===== src/rtl/ssd1306_ctrl_seq_if.sv =====
// Byte-stream and framebuffer-read bus between the SSD1306 sequencer
// (master) and the SPI byte engine / framebuffer RAM (slave side).
interface ssd1306_ctrl_seq_if;
  logic       tx_valid;
  logic       tx_ready;
  logic [7:0] tx_byte;
  logic       tx_dc;
  logic       fb_rd_en;
  logic [9:0] fb_addr;
  logic [7:0] fb_rdata;

  modport master (
    output tx_valid, tx_byte, tx_dc, fb_rd_en, fb_addr,
    input  tx_ready, fb_rdata
  );

  modport slave (
    input  tx_valid, tx_byte, tx_dc, fb_rd_en, fb_addr,
    output tx_ready, fb_rdata
  );
endinterface


===== src/rtl/ssd1306_ctrl_seq.sv =====
// SSD1306 128x64 OLED sequencer: panel reset pulse, 25-byte init command
// list, then one full framebuffer push (page address commands + 128 data
// bytes per page) for every refresh request. Bytes leave through a
// valid/ready handshake towards the SPI byte engine.
module ssd1306_ctrl_seq #(
  parameter int RST_LOW_CYCLES  = 100000,
  parameter int RST_WAIT_CYCLES = 100000,
  parameter int PAGES           = 8,
  parameter int COLS            = 128
) (
  input  logic clk,
  input  logic rst,
  input  logic refresh_req,
  output logic busy,
  output logic init_done,
  output logic oled_rst_n,
  ssd1306_ctrl_seq_if.master bus
);

  localparam logic [2:0] ST_RST_LOW  = 3'd0;
  localparam logic [2:0] ST_RST_WAIT = 3'd1;
  localparam logic [2:0] ST_INIT     = 3'd2;
  localparam logic [2:0] ST_IDLE     = 3'd3;
  localparam logic [2:0] ST_PAGE_CMD = 3'd4;
  localparam logic [2:0] ST_FETCH    = 3'd5;
  localparam logic [2:0] ST_LOAD     = 3'd6;
  localparam logic [2:0] ST_SEND     = 3'd7;

  localparam logic [31:0] RST_LOW_LAST  = 32'(RST_LOW_CYCLES - 1);
  localparam logic [31:0] RST_WAIT_LAST = 32'(RST_WAIT_CYCLES - 1);
  localparam logic [7:0]  COL_LAST      = 8'(COLS - 1);
  localparam logic [3:0]  PAGE_LAST     = 4'(PAGES - 1);
  localparam logic [4:0]  INIT_LAST     = 5'd24;

  // Panel power-up command list, sent in order with D/C low.
  localparam logic [7:0] INIT_ROM [0:24] = '{
    8'hAE, 8'hD5, 8'h80, 8'hA8, 8'h3F, 8'hD3, 8'h00, 8'h40, 8'h8D,
    8'h14, 8'h20, 8'h02, 8'hA1, 8'hC8, 8'hDA, 8'h12, 8'h81, 8'hCF,
    8'hD9, 8'hF1, 8'hDB, 8'h40, 8'hA4, 8'hA6, 8'hAF
  };

  logic [2:0]  state;
  logic [31:0] counter;
  logic [4:0]  idx;
  logic [3:0]  page;
  logic [7:0]  col;
  logic        pending;
  logic        tx_valid;
  logic [7:0]  tx_byte;
  logic        tx_dc;
  logic        fb_rd_en;
  logic [9:0]  fb_addr;
  logic        xfer;

  assign bus.tx_valid = tx_valid;
  assign bus.tx_byte  = tx_byte;
  assign bus.tx_dc    = tx_dc;
  assign bus.fb_rd_en = fb_rd_en;
  assign bus.fb_addr  = fb_addr;

  // A byte leaves on every edge where the engine accepts the offered byte.
  assign xfer = tx_valid & bus.tx_ready;
  assign busy = (state != ST_IDLE);

  // Main sequencer: every state change and every byte/address update.
  always_ff @(posedge clk) begin
    if (rst) begin
      state      <= ST_RST_LOW;
      counter    <= '0;
      idx        <= '0;
      page       <= '0;
      col        <= '0;
      pending    <= 1'b0;
      init_done  <= 1'b0;
      oled_rst_n <= 1'b0;
      tx_valid   <= 1'b0;
      tx_byte    <= 8'h00;
      tx_dc      <= 1'b0;
      fb_rd_en   <= 1'b0;
      fb_addr    <= '0;
    end else begin
      // Requests outside IDLE coalesce into a single pending frame.
      if (state != ST_IDLE && refresh_req) begin
        pending <= 1'b1;
      end

      case (state)
        ST_RST_LOW: begin
          if (counter == RST_LOW_LAST) begin
            counter    <= '0;
            oled_rst_n <= 1'b1;
            state      <= ST_RST_WAIT;
          end else begin
            counter <= counter + 32'd1;
          end
        end

        ST_RST_WAIT: begin
          if (counter == RST_WAIT_LAST) begin
            counter  <= '0;
            idx      <= '0;
            tx_valid <= 1'b1;
            tx_byte  <= INIT_ROM[0];
            tx_dc    <= 1'b0;
            state    <= ST_INIT;
          end else begin
            counter <= counter + 32'd1;
          end
        end

        ST_INIT: begin
          if (xfer) begin
            if (idx == INIT_LAST) begin
              tx_valid  <= 1'b0;
              init_done <= 1'b1;
              state     <= ST_IDLE;
            end else begin
              // Next command is ready immediately: back-to-back transfer.
              idx     <= idx + 5'd1;
              tx_byte <= INIT_ROM[idx + 5'd1];
            end
          end
        end

        ST_IDLE: begin
          if (pending || refresh_req) begin
            pending  <= 1'b0;
            page     <= '0;
            idx      <= '0;
            tx_valid <= 1'b1;
            tx_byte  <= 8'hB0;
            tx_dc    <= 1'b0;
            state    <= ST_PAGE_CMD;
          end
        end

        ST_PAGE_CMD: begin
          if (xfer) begin
            if (idx == 5'd2) begin
              // Page address set; start reading column 0 of this page.
              tx_valid <= 1'b0;
              col      <= '0;
              fb_rd_en <= 1'b1;
              fb_addr  <= 10'(32'(page) * COLS);
              state    <= ST_FETCH;
            end else begin
              idx     <= idx + 5'd1;
              tx_byte <= (idx == 5'd0) ? 8'h00 : 8'h10;
            end
          end
        end

        ST_FETCH: begin
          // RAM samples the strobe on this edge; data arrives in LOAD.
          fb_rd_en <= 1'b0;
          state    <= ST_LOAD;
        end

        ST_LOAD: begin
          tx_byte  <= bus.fb_rdata;
          tx_dc    <= 1'b1;
          tx_valid <= 1'b1;
          state    <= ST_SEND;
        end

        ST_SEND: begin
          if (xfer) begin
            tx_valid <= 1'b0;
            if (col != COL_LAST) begin
              col      <= col + 8'd1;
              fb_rd_en <= 1'b1;
              fb_addr  <= 10'(32'(page) * COLS + 32'(col) + 32'd1);
              state    <= ST_FETCH;
            end else if (page != PAGE_LAST) begin
              page     <= page + 4'd1;
              idx      <= '0;
              tx_valid <= 1'b1;
              tx_byte  <= {4'hB, page + 4'd1};
              tx_dc    <= 1'b0;
              state    <= ST_PAGE_CMD;
            end else begin
              state <= ST_IDLE;
            end
          end
        end

        default: state <= ST_RST_LOW;
      endcase
    end
  end

endmodule


===== src/flat_wrapper.sv =====
// flat-port wrapper written by rule: the top's interface ports become plain ports
module ssd1306_ctrl_seq_flat 
#(
  parameter int RST_LOW_CYCLES  = 100000,
  parameter int RST_WAIT_CYCLES = 100000,
  parameter int PAGES           = 8,
  parameter int COLS            = 128
)
  (clk, rst, refresh_req, busy, init_done, oled_rst_n, bus_tx_valid, bus_tx_byte, bus_tx_dc, bus_fb_rd_en, bus_fb_addr, bus_tx_ready, bus_fb_rdata);
  ssd1306_ctrl_seq_if bus_i ();
  input  logic clk;
  input  logic rst;
  input  logic refresh_req;
  output logic busy;
  output logic init_done;
  output logic oled_rst_n;
  output wire logic [$bits(bus_i.tx_valid)-1:0] bus_tx_valid;
  output wire logic [$bits(bus_i.tx_byte)-1:0] bus_tx_byte;
  output wire logic [$bits(bus_i.tx_dc)-1:0] bus_tx_dc;
  output wire logic [$bits(bus_i.fb_rd_en)-1:0] bus_fb_rd_en;
  output wire logic [$bits(bus_i.fb_addr)-1:0] bus_fb_addr;
  input wire logic [$bits(bus_i.tx_ready)-1:0] bus_tx_ready;
  input wire logic [$bits(bus_i.fb_rdata)-1:0] bus_fb_rdata;
  assign bus_tx_valid = bus_i.tx_valid;
  assign bus_tx_byte = bus_i.tx_byte;
  assign bus_tx_dc = bus_i.tx_dc;
  assign bus_fb_rd_en = bus_i.fb_rd_en;
  assign bus_fb_addr = bus_i.fb_addr;
  assign bus_i.tx_ready = bus_tx_ready;
  assign bus_i.fb_rdata = bus_fb_rdata;
  ssd1306_ctrl_seq #(.RST_LOW_CYCLES(RST_LOW_CYCLES), .RST_WAIT_CYCLES(RST_WAIT_CYCLES), .PAGES(PAGES), .COLS(COLS)) u_core (.clk(clk), .rst(rst), .refresh_req(refresh_req), .busy(busy), .init_done(init_done), .oled_rst_n(oled_rst_n), .bus(bus_i));
endmodule

===== config.mk =====
export PLATFORM = sky130hd
export DESIGN_NAME = ssd1306_ctrl_seq_flat
export DESIGN_NICKNAME = d
export VERILOG_FILES = /design/src/rtl/ssd1306_ctrl_seq_if.sv /design/src/rtl/ssd1306_ctrl_seq.sv /design/src/flat_wrapper.sv
export SDC_FILE = /design/constraint.sdc
export NUM_CORES = 1
export LEC_CHECK = 0
export ABC_AREA = 0
export ABC_CLOCK_PERIOD_IN_PS = 5550
export BUFFER_PORTS_ARGS = -buffer_cell sky130_fd_sc_hd__clkbuf_2
export CORE_UTILIZATION = 50
export CTS_BUF_LIST = sky130_fd_sc_hd__clkbuf_8
export CTS_CLUSTER_SIZE = 40
export DETAILED_ROUTE_END_ITERATION = 10
export GPL_TIMING_DRIVEN = 0
export PLACE_DENSITY = 0.68
export SETUP_SLACK_MARGIN = 0.1
export SYNTH_ARGS = -nofsm -noshare
export SYNTH_HDL_FRONTEND = slang
export SYNTH_SLANG_ARGS = --single-unit
export TNS_END_PERCENT = 10

===== constraint.sdc =====
create_clock -name clk -period 5.55 [get_ports clk]
set_input_delay 0.555 -clock clk [delete_from_list [all_inputs] [get_ports clk]]
set_output_delay 0.555 -clock clk [all_outputs]
set_load 0.05 [all_outputs]

==> flow_metrics.env <==
export IMPL_avgRoutedWirePerCell_um=14.89
export IMPL_final_area_mm2=0.004623
export IMPL_first_global_vias=3599
export IMPL_clkTransAtPathRegs_ps=80
export IMPL_cts_tree="built"
export IMPL_htree_levels=3
export IMPL_setup_viol=0
export IMPL_slew_headroom_pct=52.80
export IMPL_synth_fa_ha_area_share_pct=3.035
export IMPL_yosys_warnings=0
export IMPL_max_freq_mhz=323.3
export IMPL_cts_setup_buffers=0
export IMPL_ios=36
export IMPL_place_area_mm2=0.004425
export IMPL_grt_antenna_before_repair=0
export IMPL_fin_crit_ps=3093
export IMPL_outcome="complete, no violations"
export IMPL_portBuffers=35
export IMPL_crit_chain="ha_1 > clkbuf_1 > inv_1 > ha_1 > clkbuf_1 > nor2_1 > a211oi_1 > a311oi_1 > a211oi_1 > a211oi_1"
export IMPL_r2r_start="u_core.idx[1]$_SDFFE_PP0P_"
export IMPL_r2r_setup_slack_ps=2460
export IMPL_synth_compound_area_share_pct=16.08
export IMPL_critPathMaxStageDelay_ps=530
export IMPL_antenna_cells=0
export IMPL_synth_edf_count=0
export IMPL_area_growth_syn_to_layout_pct=12.14
export IMPL_cp_max_fo=10
export IMPL_clock_sinks=69
export IMPL_vdd_drop_max_v=0.0001618
export IMPL_syn_avg_cell_area_um2=7.720
export IMPL_synth_top_family_by_area="simple AND/OR/NAND/NOR gates"
export IMPL_timing_final_max_slew_violations=0
export IMPL_crit_start="u_core.idx[1]$_SDFFE_PP0P_"
export IMPL_power_density_mw_per_mm2=203.5
export IMPL_synthDistinctLibCells=65
export IMPL_totalWireLength_um=10210
export IMPL_grt_overflow=0
export IMPL_cts_buffer_depth=2
export IMPL_grt_max_degree=13
export IMPL_netlist_area_mm2=0.004123
export IMPL_detailed_place_hpwl_um=7555
export IMPL_drtAntennaViolNets=0
export IMPL_start_util_pct=52.54
export IMPL_place_congestion=0.9240
export IMPL_drc=0
export IMPL_end_kind="register"
export IMPL_synth_xor_area_share_pct=10.41
export IMPL_num_rows=32
export IMPL_yosysTopAreaCellShare_pct=33.51
export IMPL_clkLatencyLatePin_ps=350
export IMPL_ys_flop_type="dfxtp_1"
export IMPL_worst_path_max_delay_cell="dfxtp_1"
export IMPL_worstHoldStart="u_core.bus.tx_byte[0]$_SDFFE_PP0P_"
export IMPL_synth_cells=534
export IMPL_hp_class="reg2reg"
export IMPL_synth_nets=556
export IMPL_cp_arrival_ps=3300
export IMPL_vias_per_cell=5.771
export IMPL_cts_buffers=9
export IMPL_async_flop_share_pct=0
export IMPL_holdPathStages=2
export IMPL_dr_pass1_iters=5
export IMPL_hold_slack_ps=477.0
export IMPL_cpMostUsedCell="a211oi_1"
export IMPL_tns_ps=0
export IMPL_final_nets=602
export IMPL_reg2reg_depth=10
export IMPL_die_area_mm2=0.008613
export IMPL_cts_resized=0
export IMPL_p_total_mw=0.9407
export IMPL_postCtsHoldBufs=0
export IMPL_cap_viol_max_count=0
export IMPL_root_buffer="clkbuf_8"
export IMPL_synth_most_common_cell="nor2_1"
export IMPL_die_y_um=92.81
export IMPL_critPathKind="reg2reg"
export IMPL_synthTopCellsByArea="dfxtp_1, nor2_1, xnor2_1, nand2_1, xor2_1"
export IMPL_synthSimpleGateAreaFrac_pct=29.59
export IMPL_synth_top_cells_by_count="nor2_1, dfxtp_1, nand2_1"
export IMPL_grt_setup_unrepaired="no"
export IMPL_drive_gt1_share_pct=11.64
export IMPL_ys_ff_latch=69
export IMPL_min_period_over_period_pct=55.73
export IMPL_routed_via_count=3959
export IMPL_fin_skew_ps=8.270
export IMPL_drtIter0Drc=366
export IMPL_synth_top_area_cell="dfxtp_1"
export IMPL_worst_pin_slew_ps=705.4
export IMPL_critPathRequiredTime_ps=5760
export IMPL_die_x_um=92.81
export IMPL_hold_viol=0
export IMPL_startpoint_type="register"
export IMPL_core_area_mm2=0.007848
export IMPL_p_leak_nw=1.687
export IMPL_grt_pass1_wl_um=16870
export IMPL_synth_mux_area_fraction_pct=1.973
export IMPL_grt_usage_pct=24.65
export IMPL_ys_seq_area_share_pct=33.51
-- metal layers --
| layer | global-route usage [%] | vias up | wire length [um] |
|---|---|---|---|
| met5 | 0 | - | 0 |
| met2 | 41.05 | 120 | 4755 |
| met3 | 5.747 | 18 | 602 |
| met4 | 7.308 | 0 | 170 |
| met1 | 31.53 | 1860 | 4686 |
| li1 | - | 1961 | - |
-- critical path: cells and delay by family (launching register included) --
family	cells	cell delay [ps]
DFF	1	530
and+or+nand+nor	1	160
AOI/OAI and AO/OA	4	750
buffers and inverters	3	910
adders and majority gates	2	600
-- registers in the layout, summed over array words and instances, names as in the netlist --
signal / flops
u_core.bus.fb_addr: 3
u_core.pending: 1
u_core.bus.tx_valid: 1
u_core.state: 3
u_core.oled_rst_n: 1
u_core.bus.tx_byte: 8
u_core.col: 8
u_core.bus.tx_dc: 1
u_core.bus.fb_rd_en: 1
u_core.counter: 32
u_core.page: 4
u_core.init_done: 1
u_core.idx: 5
-- stage by stage --
step | setup slack (ps) | utilization (%) | cells
final | 2457 | 58.91 | 686
after floorplan | 3080 | - | 534
after detailed placement | 2582 | 56.39 | 671
after CTS | 2577 | 58.91 | 686
after global routing | 2247 | 58.91 | 686
after global placement | 2622 | 56.39 | 671
-- cells by family (layout without fill, tap and decap cells) --
| group | after synthesis | count (layout) |
|---|---|---|
| multiplexers | 8 | 8 |
| AND/OR/NAND/NOR | 250 | 250 |
| XOR/XNOR | 49 | 49 |
| AO/OA/AOI/OAI | 98 | 98 |
| buffers and inverters | 50 | 100 |
| adder cells (fa/ha/maj) | 10 | 10 |
| flip-flops | 69 | 69 |
-- worst paths after layout --
path / endpoint
max reg2reg: u_core.bus.tx_byte[2]$_SDFFE_PP0P_
max: u_core.bus.tx_byte[2]$_SDFFE_PP0P_
min: u_core.bus.tx_byte[0]$_SDFFE_PP0P_
min reg2reg: u_core.bus.tx_byte[0]$_SDFFE_PP0P_
-- cell usage in the layout, fill, tap and decap left out, drive strengths merged, types with 4 or more instances in the layout --
master and instances:
mux2i 7, nor2b 4, a21oi 24, or4 4, inv 19, nor2 95
xor2 17, xnor2 32, ha 10, nand2b 6, nand4 14, buf 13
nor3 16, nand2 52, a211oi 11, a31oi 7, and3 8, a21o 4
o21ai 18, nand3 21, dfxtp 69, nor4 10, clkbuf 63
-- layout make-up --
cell class	instances	area, um^2
Clock inverter	5	60.06
Inverter	19	71.32
Multi-Input combinational cell	415	2519
Fill cell	760	3224
Clock buffer	10	137.6
Sequential cell	69	1381
Tap cell	102	127.6
Timing Repair Buffer	35	175.2
Buffer	31	151.4
-- where the power goes --
group          switching, mW  leakage, nW  total (mW)  internal (mW)
Clock                  0.201       0.0987       0.420          0.219
Sequential           0.00212        0.556       0.499          0.497
Combinational         0.0145         1.03      0.0216        0.00712
Power figures use the tool's default switching activity.
